**src/rtl/loop_nest_sequencer_pkg.sv**
```systemverilog
// Shared types for the three-level loop-nest index sequencer.
package seq_pkg;

  localparam int unsigned SEQ_BITS = 10;

  typedef enum logic [1:0] {
    IDLE = 2'd0,
    RUN  = 2'd1,
    DONE = 2'd2
  } seq_state_e;

endpackage

```
**src/rtl/loop_nest_sequencer_loop_level.sv**
```systemverilog
// One dimension of the loop nest: index register, latched bound and step,
// with an inc input and a wrap output that feeds the next outer level.
module loop_level #(
  parameter int unsigned Bits = 10
) (
  input  logic            clk_i,
  input  logic            rst_ni,
  input  logic            i_load,
  input  logic [Bits-1:0] i_bound,
  input  logic [Bits-1:0] i_step,
  input  logic            i_inc,
  output logic [Bits-1:0] o_idx,
  output logic            o_wrap,
  output logic            o_end_nxt
);

  logic [Bits-1:0] r_idx;
  logic [Bits-1:0] r_bound;
  logic [Bits-1:0] r_step;

  logic [Bits:0]   w_sum;
  logic            w_at_end;
  logic [Bits-1:0] w_idx_nxt;
  logic [Bits-1:0] w_bound_nxt;
  logic [Bits-1:0] w_step_nxt;
  logic [Bits:0]   w_sum_nxt;

  // Sums carry one extra bit so bounds near 2^Bits-1 cannot overflow.
  assign w_sum    = {1'b0, r_idx} + {1'b0, r_step};
  assign w_at_end = (w_sum >= {1'b0, r_bound});
  assign o_wrap   = i_inc & w_at_end;

  always_comb begin
    w_idx_nxt = r_idx;
    if (i_load) begin
      w_idx_nxt = '0;
    end else if (i_inc) begin
      w_idx_nxt = w_at_end ? '0 : w_sum[Bits-1:0];
    end
  end

  assign w_bound_nxt = i_load ? i_bound : r_bound;
  assign w_step_nxt  = i_load ? i_step  : r_step;
  assign w_sum_nxt   = {1'b0, w_idx_nxt} + {1'b0, w_step_nxt};
  // Lets the parent register last_o one cycle ahead of the tuple it marks.
  assign o_end_nxt   = (w_sum_nxt >= {1'b0, w_bound_nxt});

  always_ff @(posedge clk_i or negedge rst_ni) begin
    if (!rst_ni) begin
      r_idx <= '0;
    end else begin
      r_idx <= w_idx_nxt;
    end
  end

  always_ff @(posedge clk_i) begin
    if (i_load) begin
      r_bound <= i_bound;
      r_step  <= i_step;
    end
  end

  assign o_idx = r_idx;

endmodule

```
**src/rtl/loop_nest_sequencer.sv**
```systemverilog
// Row/column/channel walk controller: latches bounds on start, streams one
// index tuple per accepted beat, pulses done after the final beat.
module loop_nest_sequencer
  import seq_pkg::*;
#(
  parameter int unsigned Bits = SEQ_BITS
) (
  input  logic            clk_i,
  input  logic            rst_ni,
  input  logic            start_i,
  input  logic            abort_i,
  input  logic [Bits-1:0] rows_i,
  input  logic [Bits-1:0] cols_i,
  input  logic [Bits-1:0] chans_i,
  input  logic [Bits-1:0] stride_i,
  input  logic            ready_i,
  output logic            valid_o,
  output logic [Bits-1:0] row_o,
  output logic [Bits-1:0] col_o,
  output logic [Bits-1:0] chan_o,
  output logic            last_o,
  output logic            busy_o,
  output logic            done_o
);

  typedef struct packed {
    logic [Bits-1:0] row;
    logic [Bits-1:0] col;
    logic [Bits-1:0] chan;
  } idx_t;

  seq_state_e r_state;
  seq_state_e w_state_nxt;

  logic r_valid;
  logic r_busy;
  logic r_done;
  logic r_last;

  logic            w_bounds_ok;
  logic            w_load;
  logic            w_accept;
  logic [Bits-1:0] w_stride;
  logic [Bits-1:0] w_one;
  logic            w_chan_wrap;
  logic            w_col_wrap;
  logic            w_row_wrap;
  logic            w_chan_end;
  logic            w_col_end;
  logic            w_row_end;
  idx_t            w_idx;

  assign w_one       = {{(Bits-1){1'b0}}, 1'b1};
  assign w_bounds_ok = (|rows_i) & (|cols_i) & (|chans_i);
  assign w_load      = (r_state == IDLE) & start_i & w_bounds_ok;
  assign w_stride    = (stride_i == '0) ? w_one : stride_i;
  // Abort wins over a simultaneous accept, so the indices never advance.
  assign w_accept    = (r_state == RUN) & ready_i & ~abort_i;

  loop_level #(.Bits(Bits)) u_chan (
    .clk_i     (clk_i),
    .rst_ni    (rst_ni),
    .i_load    (w_load),
    .i_bound   (chans_i),
    .i_step    (w_one),
    .i_inc     (w_accept),
    .o_idx     (w_idx.chan),
    .o_wrap    (w_chan_wrap),
    .o_end_nxt (w_chan_end)
  );

  loop_level #(.Bits(Bits)) u_col (
    .clk_i     (clk_i),
    .rst_ni    (rst_ni),
    .i_load    (w_load),
    .i_bound   (cols_i),
    .i_step    (w_stride),
    .i_inc     (w_chan_wrap),
    .o_idx     (w_idx.col),
    .o_wrap    (w_col_wrap),
    .o_end_nxt (w_col_end)
  );

  loop_level #(.Bits(Bits)) u_row (
    .clk_i     (clk_i),
    .rst_ni    (rst_ni),
    .i_load    (w_load),
    .i_bound   (rows_i),
    .i_step    (w_stride),
    .i_inc     (w_col_wrap),
    .o_idx     (w_idx.row),
    .o_wrap    (w_row_wrap),
    .o_end_nxt (w_row_end)
  );

  always_comb begin
    w_state_nxt = r_state;
    case (r_state)
      IDLE: begin
        if (start_i) begin
          w_state_nxt = w_bounds_ok ? RUN : DONE;
        end
      end
      RUN: begin
        if (abort_i) begin
          w_state_nxt = IDLE;
        end else if (w_row_wrap) begin
          w_state_nxt = DONE;
        end
      end
      DONE:    w_state_nxt = IDLE;
      default: w_state_nxt = IDLE;
    endcase
  end

  // All status outputs are flopped from the next-state decode.
  always_ff @(posedge clk_i or negedge rst_ni) begin
    if (!rst_ni) begin
      r_state <= IDLE;
      r_valid <= 1'b0;
      r_busy  <= 1'b0;
      r_done  <= 1'b0;
      r_last  <= 1'b0;
    end else begin
      r_state <= w_state_nxt;
      r_valid <= (w_state_nxt == RUN);
      r_busy  <= (w_state_nxt == RUN);
      r_done  <= (w_state_nxt == DONE);
      r_last  <= (w_state_nxt == RUN) & w_chan_end & w_col_end & w_row_end;
    end
  end

  assign valid_o = r_valid;
  assign busy_o  = r_busy;
  assign done_o  = r_done;
  assign last_o  = r_last;
  assign row_o   = w_idx.row;
  assign col_o   = w_idx.col;
  assign chan_o  = w_idx.chan;

endmodule

```
**config.mk**
```make
export PLATFORM = sky130hd
export DESIGN_NAME = loop_nest_sequencer
export DESIGN_NICKNAME = d
export VERILOG_FILES = /design/src/rtl/loop_nest_sequencer_pkg.sv /design/src/rtl/loop_nest_sequencer_loop_level.sv /design/src/rtl/loop_nest_sequencer.sv
export SDC_FILE = /design/constraint.sdc
export NUM_CORES = 1
export LEC_CHECK = 0
export ABC_AREA = 1
export BUFFER_PORTS_ARGS = -buffer_cell sky130_fd_sc_hd__buf_2
export CORE_MARGIN = 4
export CORE_UTILIZATION = 60
export CTS_CLUSTER_DIAMETER = 120
export DETAILED_ROUTE_END_ITERATION = 10
export GPL_ROUTABILITY_DRIVEN = 0
export PLACE_DENSITY = 0.91
export SLEW_MARGIN = 0
export SYNTH_ARGS = -nofsm -noshare
export SYNTH_HDL_FRONTEND = slang
export SYNTH_HIERARCHICAL = 1
export SYNTH_SLANG_ARGS = --single-unit
```
**constraint.sdc**
```tcl
create_clock -name clk_i -period 7.5 [get_ports clk_i]
set_input_delay 1.875 -clock clk_i [delete_from_list [all_inputs] [get_ports clk_i]]
set_output_delay 1.875 -clock clk_i [all_outputs]
set_load 0.01 [all_outputs]
```
==> results of run 1 <==
## flip-flops by register name (all words and copies together) (netlist names)
register,cells
last_o,1
r_state,2
u_chan/o_idx,10
busy_o,1
u_col/r_bound,10
u_chan/r_step,10
u_row/r_bound,10
u_row/r_step,10
u_col/o_idx,10
done_o,1
u_row/o_idx,10
u_col/r_step,10
u_chan/r_bound,10
## cell usage after synthesis, types with 24 or more instances
cell / n
or2_2: 31
dfxtp_1: 60
a21oi_1: 64
nand3_1: 35
clkbuf_1: 24
o21ai_0: 39
nor2_1: 100
nand4_1: 27
nand2_1: 274
inv_1: 190
ha_1: 120
dfrtp_1: 35
## per-layer routing
layer,part of all wire (%),vias to the layer above,GRT usage [%]
met2,48,289,45.7
li1,-,3849,-
met4,3.4,0,12.1
met5,0,-,0
met1,43,3570,33.9
met3,5.8,58,3.71
## worst min-delay path: stages, from the launching register on
cell and delay, ns:
dfxtp_1 0.31, nand2_1 0.06, nand2_1 0.06
## logic make-up (layout without fill, tap and decap cells)
| logic type | after synthesis | in the layout | share of synthesized area (%) |
|---|---|---|---|
| XOR/XNOR | 42 | 42 | 5.02 |
| AND/OR/NAND/NOR | 520 | 520 | 28.8 |
| other | 2 | 10 | 0.0913 |
| adder cells (fa/ha/maj) | 126 | 126 | 19.7 |
| flip-flops | 95 | 95 | 25.3 |
| AO/OA/AOI/OAI | 149 | 149 | 10.4 |
| buffers and inverters | 231 | 302 | 10.7 |
## report_power, final
part | switching (W) | internal, W | leakage (nW) | total [W]
Combinational | 0.000842 | 0.000499 | 4.11 | 0.00134
Sequential | 0.0000680 | 0.000605 | 0.985 | 0.000673
Clock | 0.000198 | 0.000256 | 0.143 | 0.000454
Total | 0.00111 | 0.00136 | 5.24 | 0.00247
## stage by stage
stage                     std cells  setup slack [ns]  instance area, sq um
final                          1420             0.993                  9070
after floorplan                1173              1.64                  8250
after detailed placement       1404              1.18                  8780
after global placement         1404              1.34                  8780
after CTS                      1420              1.13                  9070
after global routing           1420             0.541                  9070
## worst paths after layout
check / from / to / slack [ns]
min in group asynchronous: rst_ni / u_chan/o_idx[3]$_DFF_PN0_ / 1.68
min: u_row/r_bound[0]$_DFF_P_ / u_row/r_bound[0]$_DFF_P_ / 0.48
max reg2reg: u_chan/o_idx[0]$_DFF_PN0_ / last_o$_DFF_PN0_ / 0.99
max in group asynchronous: rst_ni / u_col/o_idx[3]$_DFF_PN0_ / 5.24
max: u_chan/o_idx[0]$_DFF_PN0_ / last_o$_DFF_PN0_ / 0.99
min reg2reg: u_row/r_bound[0]$_DFF_P_ / u_row/r_bound[0]$_DFF_P_ / 0.48
## final cells by class
| class | instances | area [sq um] |
|---|---|---|
| multi-input cells | 847 | 5300 |
| fillers | 1069 | 4280 |
| flip-flops and latches | 95 | 2080 |
| inverters | 203 | 762 |
| repair buffers | 83 | 428 |
| clock buffers | 11 | 233 |
| well taps | 176 | 220 |
| clock inverters | 5 | 50.0 |
==> impl_metrics.tcl, run 1 <==
set metrics [dict create \
    status "completed" \
    io_pins 79 \
    power_density_nw_per_um2 272 \
    drtIter0Drc 559 \
    async_flop_share_pct 36.8 \
    die_area_sq_um 15600 \
    worstMarginPinSlew_ns 0.955 \
    final_cell_mix "nand2_1, inv_1, ha_1" \
    hold_viol_final 0 \
    synthCells 1165 \
    setup-tns-final_ns 0 \
    start_kind "flop" \
    crit_family "adder cells" \
    grt_overflow 0 \
    ant_nets 0 \
    whs_path_depth 2 \
    post_cts_buffers 0 \
    cp_data_required_time_ns 7.78 \
    drv_cap 0 \
    power.total_w 0.00247 \
    ys_ff_latch 95 \
    holdBufCountCts 0 \
    avgSynthCellArea_sq_um 7.06 \
    grt_antenna_before_repair 0 \
    cts_buffer_depth 2 \
    crit_path_max_incr_delay_ns 0.43 \
    start_util_pct 61.6 \
    drt_first_pass_iters 6 \
    syn2layout_area_growth_pct 10.2 \
    final_common_cell "nand2_1" \
    crit_top_cell "nand2_1" \
    routed_wl_um 21000 \
    criticalPathCategory "flop to flop" \
    yosysTopAreaCell "ha_1" \
    synth-warning-count 6 \
    htree_levels 3 \
    cts-resized-gates 0 \
    clock_skew_ns 0.00824 \
    yosysTopAreaCellShare_pct 18.3 \
    critPathArrivalTime_ns 6.79 \
    vias_per_cell 5.47 \
    grt_setup_unrepaired "false" \
    cts_buffers 9 \
    maxSlewViolCount 0 \
    dpl.hpwl_um 16600 \
    grt_max_degree 39 \
    synth_edf_count 0 \
    end_kind "flop" \
    yosysSeqAreaShare_pct 25.3 \
    grt.total_usage_pct 26.8 \
    whs_ns 0.484 \
    clk_latency_ns 0.36 \
    fin_crit_ns 6.51 \
    cp_slowest_cell "fa_1" \
    hold_path_class "flop to flop" \
    wl_per_cell_um 14.8 \
    port_buffers 78 \
    core_area_sq_um 13300 \
    vias 7766 \
    irDropWorstVdd_v 0.000140 \
    reg2reg_depth 43 \
    grt_pass1_wl_um 34800 \
    fmax_mhz 154 \
    path_depth 43 \
    synth_area_leaders "ha_1, dfxtp_1, nand2_1" \
    crit_fanout 15 \
    die_height_um 125 \
    cts-root-buf "clkbuf_16" \
    syn-cell-area_sq_um 8220 \
    clk_pin_slew_worst_paths_ns 0.06 \
    fp-row-count 42 \
    fin_crit_sh_pct 86.8 \
    cp_num_buf_inv 8 \
    drc 0 \
    setup_viol_count_final 0 \
    die_x_um 125 \
    final_core_util_pct 67.9 \
    cts_tree "done" \
    ys.flop_type "dfxtp_1" \
    synth_cell_type_count 51 \
    final_nets 1410 \
    relSlewSlack_pct 36.3 \
    drive_above_1_share_pct 15.5 \
    n_antenna_cell 0 \
    grt_pass1_vias 7565 \
    p_leak_nw 5.24 \
    cts.sinks 95 \
]
(Power assumes the default switching activity.)
==> inputs of run 2 (changes only) <==
--- a/config.mk
+++ b/config.mk
@@ -13,6 +13,7 @@
 export DETAILED_ROUTE_END_ITERATION = 10
 export GPL_ROUTABILITY_DRIVEN = 0
 export PLACE_DENSITY = 0.91
+export RECOVER_POWER = 100
 export SLEW_MARGIN = 0
 export SYNTH_ARGS = -nofsm -noshare
 export SYNTH_HDL_FRONTEND = slang
==> run 2 against run 1 <==
Effect of this change: the run now ends with max-capacitance violations, max-slew violations left; sequential share of layout area grew 0.21 points; clock power is essentially flat; final area shrank 0.92%; combinational power is essentially flat; flip-flop and latch count is the same; count of clock-buffer cells in the layout is the same; fmax shrank 3.2%; die area is the same; non-clock buffer count is the same; critical path type unchanged; highest routed layer unchanged.
==> impl_metrics.tcl, run 2 (synthesis gave the netlist of run 1 again) <==
set metrics [dict create \
    hold_path_class "flop to flop" \
    crit_top_cell "nand2_1" \
    dpl.hpwl_um 16600 \
    drtIter0Drc 613 \
    hold_viol_final 0 \
    clk_latency_ns 0.35 \
    p_seq_share_pct 27.4 \
    grt_max_degree 39 \
    fin_crit_sh_pct 89.7 \
    placed_cell_area_sq_um 8780 \
    ant_nets 0 \
    n_fill_cell 1096 \
    cp_data_required_time_ns 7.78 \
    drv_cap 1 \
    p_clk_share_pct 18.5 \
    cts_buffer_depth 2 \
    die_area_sq_um 15600 \
    drt_first_pass_iters 5 \
    multi_input_area_sq_um 5270 \
    grt_setup_unrepaired "false" \
    violations "max-capacitance violations, max-slew violations" \
    fmax_mhz 149 \
    start_util_pct 61.6 \
    syn2layout_area_growth_pct 9.22 \
    post_cts_buffers 0 \
    fin_crit_ns 6.72 \
    p_comb_share_pct 54.1 \
    holdBufCountCts 0 \
    vias 7749 \
    wl_per_cell_um 14.8 \
    p_leak_nw 5.08 \
    io_pins 79 \
    clk_pin_slew_worst_paths_ns 0.06 \
    cts_tree "done" \
    maxSlewViolCount 36 \
    p_sw_share_pct 45.0 \
    n_antenna_cell 0 \
    setup-tns-final_ns 0 \
    power_density_nw_per_um2 273 \
    grt_pass1_wl_um 34800 \
    status "finished with violations" \
    criticalPathCategory "flop to flop" \
    grt_pass1_vias 7565 \
    core_area_sq_um 13300 \
    clock_skew_ns 0.00725 \
    irDropWorstVdd_v 0.000139 \
    final_nets 1410 \
    start_kind "flop" \
    htree_levels 3 \
    routed_wl_um 21100 \
    vias_per_cell 5.46 \
    cts-root-buf "clkbuf_16" \
    fp-row-count 42 \
    cts-resized-gates 0 \
    stdcell_area_sq_um 8980 \
    end_kind "flop" \
    grt.total_usage_pct 26.8 \
    cts_buffers 9 \
    p_int_w 0.00135 \
    crit_path_max_incr_delay_ns 0.43 \
    final_common_cell "nand2_1" \
    setup_viol_count_final 0 \
    grt_overflow 0 \
    die_x_um 125 \
    worstMarginPinSlew_ns 2.26 \
    grt_antenna_before_repair 0 \
    die_height_um 125 \
    relSlewSlack_pct -50.6 \
    seqCellArea_sq_um 2080 \
    critPathArrivalTime_ns 7.01 \
    crit_fanout 15 \
    port_buffers 78 \
    final_cell_mix "nand2_1, inv_1, ha_1" \
    drive_above_1_share_pct 11.7 \
    cp_slowest_cell "fa_1" \
    p_switching_w 0.00110 \
    cts.sinks 95 \
    drc 0 \
]
-- run 2: cell count changes in the layout (fill, tap and decap cells not counted), moves of 2 or more --
cell | previous run | this run
buf_4 | 5 | 2
clkbuf_1 | 2 | 41
o21ai_0 | 39 | 41
nand3_1 | 35 | 37
nand2_1 | 274 | 276
o21ai_1 | 9 | 7
buf_2 | 78 | 42
nand2_2 | 18 | 16
inv_2 | 10 | 7
inv_1 | 189 | 192
-- run 2: path summary, 6_finish.rpt --
path                                        endpoint                       from  cells past startpoint  slack, ns
max                                 last_o$_DFF_PN0_  u_chan/o_idx[0]$_DFF_PN0_                     43       0.78
min                         u_row/r_bound[0]$_DFF_P_   u_row/r_bound[0]$_DFF_P_                      2       0.49
max reg2reg                         last_o$_DFF_PN0_  u_chan/o_idx[0]$_DFF_PN0_                     43       0.78
min reg2reg                 u_row/r_bound[0]$_DFF_P_   u_row/r_bound[0]$_DFF_P_                      2       0.49
max in group asynchronous   u_col/o_idx[3]$_DFF_PN0_                     rst_ni                      1       4.02
min in group asynchronous  u_chan/o_idx[3]$_DFF_PN0_                     rst_ni                      1       2.20
-- run 2: critical path, delay by kind of cell (launching register included) --
| kind | cells | cell delay, ns |
|---|---|---|
| xor gates and xnor gates | 2 | 0.32 |
| adders and majority gates | 6 | 1.91 |
| AOI/OAI and AO/OA | 8 | 1.09 |
| DFF | 1 | 0.37 |
| and+or+nand+nor | 19 | 1.86 |
| buffers and inverters | 8 | 1.10 |
-- run 2: through the flow --
stage | worst slack [ns] | total power [W] | cells | util (%) | hold WS, ns
6_report | 0.775 | 0.00246 | 1420 | 67.3 | 0.486
5_1_grt | 0.289 | 0.00266 | 1420 | 67.3 | 0.521
4_1_cts | 1.13 | 0.00245 | 1420 | 67.9 | 0.488
3_5_place_dp | 1.18 | 0.00198 | 1404 | 65.8 | 0.474
3_3_place_gp | 1.34 | 0.00192 | 1404 | 65.8 | 0.470
2_1_floorplan | 1.64 | 0.00166 | 1173 | - | 0.446
-- run 2: final cells by class --
cell class,count,share of cell area [%]
Clock buffer,11,2.59
Timing Repair Buffer,83,4.14
Inverter,203,8.48
Multi-Input combinational cell,847,58.7
Tap cell,176,2.45
Sequential cell,95,23.1
Clock inverter,5,0.557
-- run 2: power by group through the flow --
stage	sequential, W	clock, W	combinational, W
after CTS	0.000671	0.000459	0.00132
final	0.000674	0.000454	0.00133
after floorplan	0.000670	0	0.000991
after global placement	0.000677	0	0.00124
after detailed placement	0.000681	0	0.00129
after global routing	0.000684	0.000479	0.00150
-- run 2: routing by layer --
layer | vias up | track usage, % | wire, um
met3 | 59 | 3.71 | 1350
met5 | - | 0 | 0
met2 | 296 | 45.7 | 10000
met1 | 3544 | 33.9 | 8970
li1 | 3850 | - | -
met4 | 0 | 12.1 | 706
==> inputs of run 3 (changes only) <==
--- a/config.mk
+++ b/config.mk
@@ -9,7 +9,7 @@
 export BUFFER_PORTS_ARGS = -buffer_cell sky130_fd_sc_hd__buf_2
 export CORE_MARGIN = 4
 export CORE_UTILIZATION = 60
-export CTS_CLUSTER_DIAMETER = 120
+export CTS_BUF_LIST = sky130_fd_sc_hd__clkbuf_4 sky130_fd_sc_hd__clkbuf_8
 export DETAILED_ROUTE_END_ITERATION = 10
 export GPL_ROUTABILITY_DRIVEN = 0
 export PLACE_DENSITY = 0.91
==> run 3 against run 2 <==
Effect of this change: the flow still finishes with violations (max-capacitance violations, max-slew violations); core utilization shrank 0.68 points; clock power shrank 24%; via count shrank 0.30%; setup slack gained 0.012 ns; total power shrank 4.7%; critical path depth shrank 1; routed wire length shrank 0.75%; non-clock buffer count is the same; fmax grew 0.17%; critical path type unchanged; critical endpoint unchanged; highest routed layer unchanged.
==> impl_metrics.tcl, run 3 (synthesis gave the netlist of run 1 again) <==
set metrics [dict create \
    critPathArrivalTime_ns 7.03 \
    grt_overflow 0 \
    drt_first_pass_iters 5 \
    htree_levels 3 \
    vias 7726 \
    maxSlewViolCount 36 \
    drv_cap 1 \
    n_antenna_cell 0 \
    vias_per_cell 5.44 \
    clk_pin_slew_worst_paths_ns 0.09 \
    io_pins 79 \
    fin_crit_sh_pct 89.5 \
    relSlewSlack_pct -51.6 \
    rr_endpoint "last_o$_DFF_PN0_" \
    cts-root-buf "clkbuf_8" \
    final.setup.worst_slack_ns 0.787 \
    die_height_um 125 \
    syn2layout_area_growth_pct 8.11 \
    hold_path_class "flop to flop" \
    clock_skew_ns 0.0124 \
    crit_fanout 15 \
    criticalPathCategory "flop to flop" \
    start_util_pct 61.6 \
    cts_buffers 9 \
    drtIter0Drc 605 \
    cts_buffer_depth 2 \
    start_kind "flop" \
    port_buffers 78 \
    power_density_nw_per_um2 263 \
    wl_per_cell_um 14.7 \
    clk_latency_ns 0.39 \
    grt_pass1_vias 7437 \
    fmax_mhz 149 \
    cp_data_required_time_ns 7.82 \
    dpl.hpwl_um 16600 \
    grt_max_degree 39 \
    cts-resized-gates 0 \
    worstMarginPinSlew_ns 2.27 \
    routed_wl_um 20900 \
    drc 0 \
    final_nets 1410 \
    core_area_sq_um 13300 \
    violations "max-capacitance violations, max-slew violations" \
    fp-row-count 42 \
    crit_end "last_o$_DFF_PN0_" \
    dp.cells 1404 \
    cts.sinks 95 \
    die_x_um 125 \
    place_ws_ns 1.18 \
    worstReg2RegStart "u_chan/o_idx[0]$_DFF_PN0_" \
    hold_viol_final 0 \
    post_cts_buffers 0 \
    grt.total_usage_pct 26.5 \
    grt_antenna_before_repair 0 \
    fin_cells 1420 \
    p_leak_nw 5.04 \
    crit_top_cell "nand2_1" \
    die_area_sq_um 15600 \
    fin_crit_ns 6.71 \
    multi_input_area_sq_um 5270 \
    r2r_setup_slack_ns 0.79 \
    n_fill_cell 1123 \
    end_kind "flop" \
    setup-tns-final_ns 0 \
    holdBufCountCts 0 \
    startpoint "u_chan/o_idx[0]$_DFF_PN0_" \
    irDropWorstVdd_v 0.000133 \
    drive_above_1_share_pct 11.8 \
    final_cell_mix "nand2_1, inv_1, ha_1" \
    final_common_cell "nand2_1" \
    cp_slowest_cell "fa_1" \
    grt_pass1_wl_um 34300 \
    grt_setup_unrepaired "false" \
    reg2reg_depth 42 \
    status "finished with violations" \
    final_core_util_pct 66.6 \
    ant_nets 0 \
    cts_tree "done" \
    seqCellArea_sq_um 2080 \
    crit_path_max_incr_delay_ns 0.42 \
    setup_viol_count_final 0 \
]
-- run 3: layer usage --
metal | part of all wire [%] | track usage (%)
met5 | 0 | 0
met1 | 44 | 33.8
met4 | 3.2 | 11.9
met2 | 47 | 44.7
met3 | 6.1 | 3.71
-- run 3: worst max-delay path: cells and delay by family, from the launching register on --
kind | cells | cell delay [ns]
and+or+nand+nor | 19 | 1.89
adders and majority gates | 6 | 1.88
buffers and inverters | 7 | 1.09
AOI/OAI and AO/OA | 8 | 1.08
DFF | 1 | 0.37
xor gates and xnor gates | 2 | 0.31
-- run 3: where the power goes --
part	leakage, nW	switching (W)	internal, W	total, W
Clock	0.104	0.000184	0.000160	0.000344
Sequential	0.985	0.0000681	0.000604	0.000672
Combinational	3.95	0.000835	0.000488	0.00132
-- run 3: how the worst min path moves through the flow --
| stage | startpoint | end | slack [ns] | cells past startpoint |
|---|---|---|---|---|
| after floorplan | u_chan/r_step[0]$_DFF_P_ | u_chan/r_step[0]$_DFF_P_ | 0.45 | 2 |
| after global placement | u_row/r_step[0]$_DFF_P_ | u_row/r_step[0]$_DFF_P_ | 0.47 | 2 |
| after detailed placement | u_row/r_bound[0]$_DFF_P_ | u_row/r_bound[0]$_DFF_P_ | 0.47 | 2 |
| after CTS | u_row/r_bound[0]$_DFF_P_ | u_row/r_bound[0]$_DFF_P_ | 0.49 | 2 |
| after global routing | u_col/r_step[6]$_DFF_P_ | u_col/r_step[6]$_DFF_P_ | 0.52 | 2 |
| final | u_row/r_bound[0]$_DFF_P_ | u_row/r_bound[0]$_DFF_P_ | 0.49 | 2 |
-- run 3: area by class of cell --
| type | instances | share of cell area (%) |
|---|---|---|
| clock buffers | 11 | 1.56 |
| clock inverters | 5 | 0.563 |
| inverters | 203 | 8.57 |
| multi-input cells | 847 | 59.3 |
| flip-flops and latches | 95 | 23.4 |
| well taps | 176 | 2.48 |
| repair buffers | 83 | 4.18 |
-- run 3: metrics by stage --
step	power [W]	area (sq um)	hold WS, ns
3_5_place_dp	0.00198	8780	0.474
3_3_place_gp	0.00192	8780	0.470
6_report	0.00234	8890	0.488
2_1_floorplan	0.00166	8250	0.446
4_1_cts	0.00234	8970	0.492
5_1_grt	0.00254	8890	0.520
